File: src/rtl/draw_pkg.sv
// Shared definitions for the sprite blit blocks: screen geometry, coordinate
// widths and the blitter FSM state encoding.
package draw_pkg;

  localparam int SCREEN_W    = 320;
  localparam int SCREEN_H    = 240;
  localparam int XP_W        = 10;  // signed sprite x position
  localparam int YP_W        = 9;   // signed sprite y position
  localparam int SX_W        = 11;  // signed screen x of a pixel
  localparam int SY_W        = 10;  // signed screen y of a pixel
  localparam int XO_W        = 9;   // frame-buffer x (0..319)
  localparam int YO_W        = 8;   // frame-buffer y (0..239)
  localparam int DEF_COLOR_W = 12;  // RGB444

  typedef enum logic [1:0] {
    S_IDLE,
    S_RUN,
    S_DRAIN,
    S_DONE
  } state_t;

endpackage

File: src/rtl/draw_pipe_delay.sv
// Fixed-depth shift register carrying a valid bit plus side data alongside a
// synchronous memory read. Every stage is zeroed on reset or clear.
//  clk, reset : clock, synchronous active-high reset
//  clear      : synchronous flush of all stages
//  din / dout : stage input / output after DEPTH clocks
module draw_pipe_delay #(
  parameter int DEPTH = 1,
  parameter int WIDTH = 22
) (
  input  logic             clk,
  input  logic             reset,
  input  logic             clear,
  input  logic [WIDTH-1:0] din,
  output logic [WIDTH-1:0] dout
);

  logic [DEPTH-1:0][WIDTH-1:0] sr;

  always_ff @(posedge clk) begin
    if (reset || clear) begin
      sr <= '0;
    end else begin
      sr[0] <= din;
      for (int i = 1; i < DEPTH; i++) sr[i] <= sr[i-1];
    end
  end

  assign dout = sr[DEPTH-1];

endmodule

File: src/rtl/draw_sprite_blit.sv
// Sprite blitter: walks a SPR_W x SPR_H sprite in a synchronous ROM, one
// pixel per clock, and emits frame-buffer writes with clipping, colour-key
// transparency and optional horizontal mirroring.
//  clk, reset            : clock, synchronous active-high reset
//  start, abort          : begin a draw (IDLE only) / cancel at next edge
//  flip_h, x_pos, y_pos  : draw parameters captured with start
//  rom_addr, rom_q       : sprite ROM port (data ROM_LAT clocks after addr)
//  X_out, Y_out, Color_out, writeEn : frame-buffer write port
//  busy, draw_done       : game FSM status / completion pulse
module draw_sprite_blit import draw_pkg::*; #(
  parameter int                 SPR_W     = 64,
  parameter int                 SPR_H     = 64,
  parameter int                 ADDR_W    = 12,
  parameter int                 COLOR_W   = DEF_COLOR_W,
  parameter int                 ROM_LAT   = 1,
  parameter logic [COLOR_W-1:0] KEY_COLOR = '0,
  parameter bit                 KEY_EN    = 1'b1
) (
  input  logic               clk,
  input  logic               reset,
  input  logic               start,
  input  logic               abort,
  input  logic               flip_h,
  input  logic [XP_W-1:0]    x_pos,
  input  logic [YP_W-1:0]    y_pos,
  output logic [ADDR_W-1:0]  rom_addr,
  input  logic [COLOR_W-1:0] rom_q,
  output logic [XO_W-1:0]    X_out,
  output logic [YO_W-1:0]    Y_out,
  output logic [COLOR_W-1:0] Color_out,
  output logic               writeEn,
  output logic               busy,
  output logic               draw_done
);

  localparam int COL_W = (SPR_W > 1) ? $clog2(SPR_W) : 1;
  localparam int ROW_W = (SPR_H > 1) ? $clog2(SPR_H) : 1;
  localparam int DW    = 1 + SX_W + SY_W;
  localparam logic [COL_W-1:0]  COL_LAST = COL_W'(SPR_W - 1);
  localparam logic [ROW_W-1:0]  ROW_LAST = ROW_W'(SPR_H - 1);
  localparam logic [ADDR_W-1:0] ROW_STEP = ADDR_W'(SPR_W);
  localparam logic [ADDR_W-1:0] COL_MAX  = ADDR_W'(SPR_W - 1);

  state_t state, state_nx;

  logic [COL_W-1:0]  col;
  logic [ROW_W-1:0]  row;
  logic [ADDR_W-1:0] row_base;
  logic [2:0]        drain_cnt;
  logic              flip_r;
  logic [XP_W-1:0]   x_r;
  logic [YP_W-1:0]   y_r;
  logic              accept, issue, last_px;
  logic [SX_W-1:0]   sx, d_sx;
  logic [SY_W-1:0]   sy, d_sy;
  logic [DW-1:0]     dly_in, dly_out;
  logic              d_vld, in_screen, key_hit;

  // abort beats a simultaneous start
  assign accept  = (state == S_IDLE) && start && !abort;
  assign issue   = (state == S_RUN);
  assign last_px = issue && (col == COL_LAST) && (row == ROW_LAST);

  always_ff @(posedge clk) begin
    if (reset) state <= S_IDLE;
    else       state <= state_nx;
  end

  always_comb begin
    state_nx  = state;
    busy      = 1'b0;
    draw_done = 1'b0;
    case (state)
      S_IDLE:  if (accept) state_nx = S_RUN;
      S_RUN: begin
        busy = 1'b1;
        if (last_px) state_nx = S_DRAIN;
      end
      S_DRAIN: begin
        busy = 1'b1;
        // ROM_LAT+1 cycles lets the last pixel clear ROM and output register
        if (drain_cnt == 3'(ROM_LAT)) state_nx = S_DONE;
      end
      S_DONE: begin
        draw_done = 1'b1;
        state_nx  = S_IDLE;
      end
      default: state_nx = S_IDLE;
    endcase
    if (abort) state_nx = S_IDLE;
  end

  // Counters return to zero after the last pixel or an abort, so IDLE always
  // starts the next sprite at pixel 0. Row base is accumulated, not multiplied.
  always_ff @(posedge clk) begin
    if (reset) begin
      col       <= '0;
      row       <= '0;
      row_base  <= '0;
      drain_cnt <= '0;
      flip_r    <= 1'b0;
      x_r       <= '0;
      y_r       <= '0;
    end else begin
      if (accept) begin
        x_r    <= x_pos;
        y_r    <= y_pos;
        flip_r <= flip_h;
      end
      if (abort) begin
        col      <= '0;
        row      <= '0;
        row_base <= '0;
      end else if (issue) begin
        if (col == COL_LAST) begin
          col <= '0;
          if (row == ROW_LAST) begin
            row      <= '0;
            row_base <= '0;
          end else begin
            row      <= row + 1'b1;
            row_base <= row_base + ROW_STEP;
          end
        end else begin
          col <= col + 1'b1;
        end
      end
      drain_cnt <= (state == S_DRAIN) ? drain_cnt + 3'd1 : 3'd0;
    end
  end

  assign rom_addr = row_base + (flip_r ? COL_MAX - ADDR_W'(col) : ADDR_W'(col));

  // sign-extend position, zero-extend offset
  assign sx     = {x_r[XP_W-1], x_r} + SX_W'(col);
  assign sy     = {y_r[YP_W-1], y_r} + SY_W'(row);
  assign dly_in = {issue, sx, sy};

  draw_pipe_delay #(
    .DEPTH (ROM_LAT),
    .WIDTH (DW)
  ) u_dly (
    .clk   (clk),
    .reset (reset),
    .clear (abort),
    .din   (dly_in),
    .dout  (dly_out)
  );

  assign d_vld     = dly_out[DW-1];
  assign d_sx      = dly_out[DW-2 -: SX_W];
  assign d_sy      = dly_out[SY_W-1:0];
  assign in_screen = !d_sx[SX_W-1] && (d_sx < SX_W'(SCREEN_W)) &&
                     !d_sy[SY_W-1] && (d_sy < SY_W'(SCREEN_H));
  assign key_hit   = KEY_EN && (rom_q == KEY_COLOR);

  always_ff @(posedge clk) begin
    if (reset) begin
      X_out     <= '0;
      Y_out     <= '0;
      Color_out <= '0;
      writeEn   <= 1'b0;
    end else if (abort) begin
      writeEn <= 1'b0;
    end else begin
      writeEn <= d_vld && in_screen && !key_hit;
      if (d_vld) begin
        X_out     <= d_sx[XO_W-1:0];
        Y_out     <= d_sy[YO_W-1:0];
        Color_out <= rom_q;
      end
    end
  end

endmodule

File: config.mk
export PLATFORM = sky130hd
export DESIGN_NAME = draw_sprite_blit
export DESIGN_NICKNAME = d
export VERILOG_FILES = /design/src/rtl/draw_pkg.sv /design/src/rtl/draw_pipe_delay.sv /design/src/rtl/draw_sprite_blit.sv
export SDC_FILE = /design/constraint.sdc
export NUM_CORES = 1
export LEC_CHECK = 0
export CORE_UTILIZATION = 33
export CTS_CLUSTER_DIAMETER = 200
export DETAILED_ROUTE_END_ITERATION = 10
export MAX_ROUTING_LAYER = met4
export PLACE_DENSITY = 0.58
export RECOVER_POWER = 25
export SETUP_SLACK_MARGIN = 0.3
export SLEW_MARGIN = 20
export SYNTH_ARGS = -nofsm -noshare
export SYNTH_HDL_FRONTEND = slang
export SYNTH_SLANG_ARGS = --single-unit
File: constraint.sdc
create_clock -name clk -period 1.8 [get_ports clk]
set_input_delay 0.36 -clock clk [delete_from_list [all_inputs] [get_ports clk]]
set_output_delay 0.36 -clock clk [all_outputs]
set_load 0.05 [all_outputs]
==> impl_metrics.json <==
{
  "status": "completed",
  "cts-hold-fix-buffers": 0,
  "finClkSkew_ps": 6.693,
  "grt_max_degree": 46,
  "drv_slew": 0,
  "diodes": 0,
  "critical_path_arrival_ps": 2010,
  "synth_top_area_share_pct": 46.40,
  "clock_path_buffers": 2,
  "slew_headroom_pct": 58.27,
  "synth_edf_count": 0,
  "synthArstFlopShare_pct": 0,
  "seq_power_share_pct": 47.5,
  "peakVddDrop_mv": 0.4373,
  "synth_top_flop_cell": "dfxtp_1",
  "synth_fp_nets": 549,
  "dieArea_um2": 12870,
  "hold_viol": 0,
  "fin_crit_sh_pct": 97.56,
  "insertion_delay_ps": 340,
  "switchingPower_mw": 1.071,
  "rsz0062_at_grt": "yes",
  "dp_hpwl_mm": 7.139,
  "first_pass_iters": 4,
  "endpoint_kind": "register",
  "maxCapViolCount": 0,
  "post-route-cell-area_um2": 6196,
  "antenna_found_initial": 0,
  "p_comb_share_pct": 9.1,
  "worst_setup_path_start_kind": "register",
  "synth-seq-area-share_pct": 46.40,
  "cp_data_required_time_ps": 2050,
  "htree_levels": 3,
  "synth_top_cells_by_count": "nand2_1 (114), dfxtp_1 (95), a21oi_1 (55)",
  "avgViaCountPerCell": 4.661,
  "grt-ovfl-total": 0,
  "period_minus_slack_ps": 1756,
  "fillers": 1143,
  "dpl_cell_area_um2": 5263,
  "swShare_pct": 23.61,
  "cts.sinks": 95,
  "hold_class": "in -> reg",
  "die_y_um": 113.5,
  "tightest_slew_ps": 628.7,
  "p_clk_share_pct": 43.4,
  "power_density_nw_per_um2": 732.2,
  "grt_usage_pct": 17.44,
  "drc_errors": 0,
  "synthTopCellsByArea": "dfxtp_1 (46%), nand2_1 (10%), a21oi_1 (6.7%)",
  "netlist_instances": 490,
  "wl_mm": 10.33,
  "fmax_ghz": 0.5694,
  "ys_types": 44,
  "power.total_mw": 4.537,
  "p_leak_nw": 2.243,
  "synth-warning-count": 0,
  "rows": 40,
  "cts_root_buf": "clkbuf_16",
  "wl_per_cell_um": 13.31,
  "coreArea_um2": 12060,
  "vias": 3617,
  "start_util_pct": 33.98,
  "chipWidth_um": 113.5,
  "fin_nets": 662,
  "setup-violations-final": 0,
  "cts_tree": "built",
  "numPortBuffers": 79,
  "grt_pass1_wl_mm": 17.08,
  "final_antenna_net_count": 0,
  "area_growth_pct": 51.16,
  "cts_buffers": 9,
  "drt_iter0_drc": 148,
  "netlist_area_um2": 4099,
  "drive_gt1_share_pct": 27.14,
  "yosys.area.top_type": "dfxtp_1",
  "clkTransAtPathRegs_ps": 70,
  "first_global_vias": 3538,
  "syn_avg_cell_area_um2": 8.365,
  "synth_seq_cells": 95,
  "io_pins": 80,
  "crit_fanout": 3,
  "synth_most_common_cell": "nand2_1",
  "p_int_mw": 3.466,
  "place_congestion": 0.8222,
  "path_class": "reg -> reg"
}
critical path, cell delays in order (launching register included):
cell and delay (ps):
dfxtp_4 360, buf_4 120, buf_12 100, ha_4 140, nand4_4 100, buf_4 170
o41ai_4 250, nand3_2 160, a221oi_2 280
worst paths after layout:
check / slack [ps] / start / cells after the start / to
worst max-delay path: 40 / col[0]$_SDFFE_PP0N_ / 8 / state[0]$_SDFFE_PP0P_
worst min-delay path: 360 / reset / 2 / y_r[7]$_SDFFE_PP0P_
worst max register to register: 40 / col[0]$_SDFFE_PP0N_ / 8 / state[0]$_SDFFE_PP0P_
worst min register to register: 440 / u_dly.dout[0]$_SDFF_PP0_ / 2 / Y_out[0]$_SDFFE_PP0P_
power groups by stage:
stage,clock network (mW),registers [mW],logic [mW]
4_1_cts,2.03,2.16,0.399
5_1_grt,2.11,2.16,0.448
2_1_floorplan,0,2.21,0.176
3_5_place_dp,0,2.21,0.360
3_3_place_gp,0,2.21,0.358
6_report,1.97,2.16,0.412
cells by family (layout without fill, tap and decap cells):
group                      Yosys count  count (layout)  synth area share [%]
and+or+nand+nor                    206             206                 22.07
DFF                                 95              95                 46.40
AOI/OAI and AO/OA                   93              93                 13.49
buffers and inverters               42             160                 3.968
xor gates and xnor gates            29              29                 6.197
adders and majority gates           23              23                 7.387
muxes                                2               2                0.4884
per-stage QoR:
step	TNS, ps	hold slack, ps	setup WS (ps)	util [%]	instances
2_1_floorplan	0	417.4	55.81	-	490
3_3_place_gp	0	427.0	22.37	43.63	727
3_5_place_dp	-22.86	433.4	-15.90	43.63	727
4_1_cts	0	344.6	61.76	50.21	764
5_1_grt	-108.5	373.5	-51.54	51.37	776
6_report	0	363.7	43.87	51.37	776
metal layers:
layer / routed length, µm / track usage (%) / vias to the layer above
met4: 65 / 3.947 / 0
met2: 4950 / 28.71 / 83
met5: 0 / - / -
met3: 532 / 4.888 / 6
met1: 4784 / 21.27 / 1668
li1: - / - / 1860
flip-flops by register name, indices dropped and copies added, names as in the netlist:
register,flops
u_dly.dout,22
Color_out,12
x_r,10
X_out,9
y_r,9
Y_out,8
col,6
row,6
row_base,6
drain_cnt,3
state,2
flip_r,1
writeEn,1
layout by cell type (no fill, tap or decap), types with 3 or more instances in the layout:
cell type and instances:
ha_2 3, nor4_1 5, a21oi_1 54, xor2_4 6, buf_4 43, nand2_2 6, ha_4 12, clkbuf_16 9
nor2_1 35, inv_1 9, clkdlybuf4s50_1 33, nor3_1 8, nand3_1 7, a21o_1 3, and2_1 3, a31oi_1 3
xor2_1 13, buf_12 13, dfxtp_2 4, buf_6 11, dfxtp_1 80, nand2_1 108, o211ai_1 4, o21ai_1 3
nand4_1 5, ha_1 6, clkbuf_1 28, dfxtp_4 11, o21ai_0 7, nor3_2 3, xnor2_1 8
area by class of cell:
cell class	count	area (µm²)	area share, %
multi-input combinational	353	2501	40.37
tap	168	210.2	3.393
sequential	95	1948	31.44
timing repair buffer	132	1177	19.00
clock inverter	6	73.82	1.191
inverter	12	46.29	0.7472
clock buffer	10	239.0	3.857
repair_timing:
item	in CTS	in global routing
endpoints found under the hold margin	0	0
pin swaps	35	36
setup endpoints to repair	33	39
resized for setup	61	39
buffers inserted	21	12
gates cloned	0	0
Note: power is estimated with default switching activity, not from simulation.
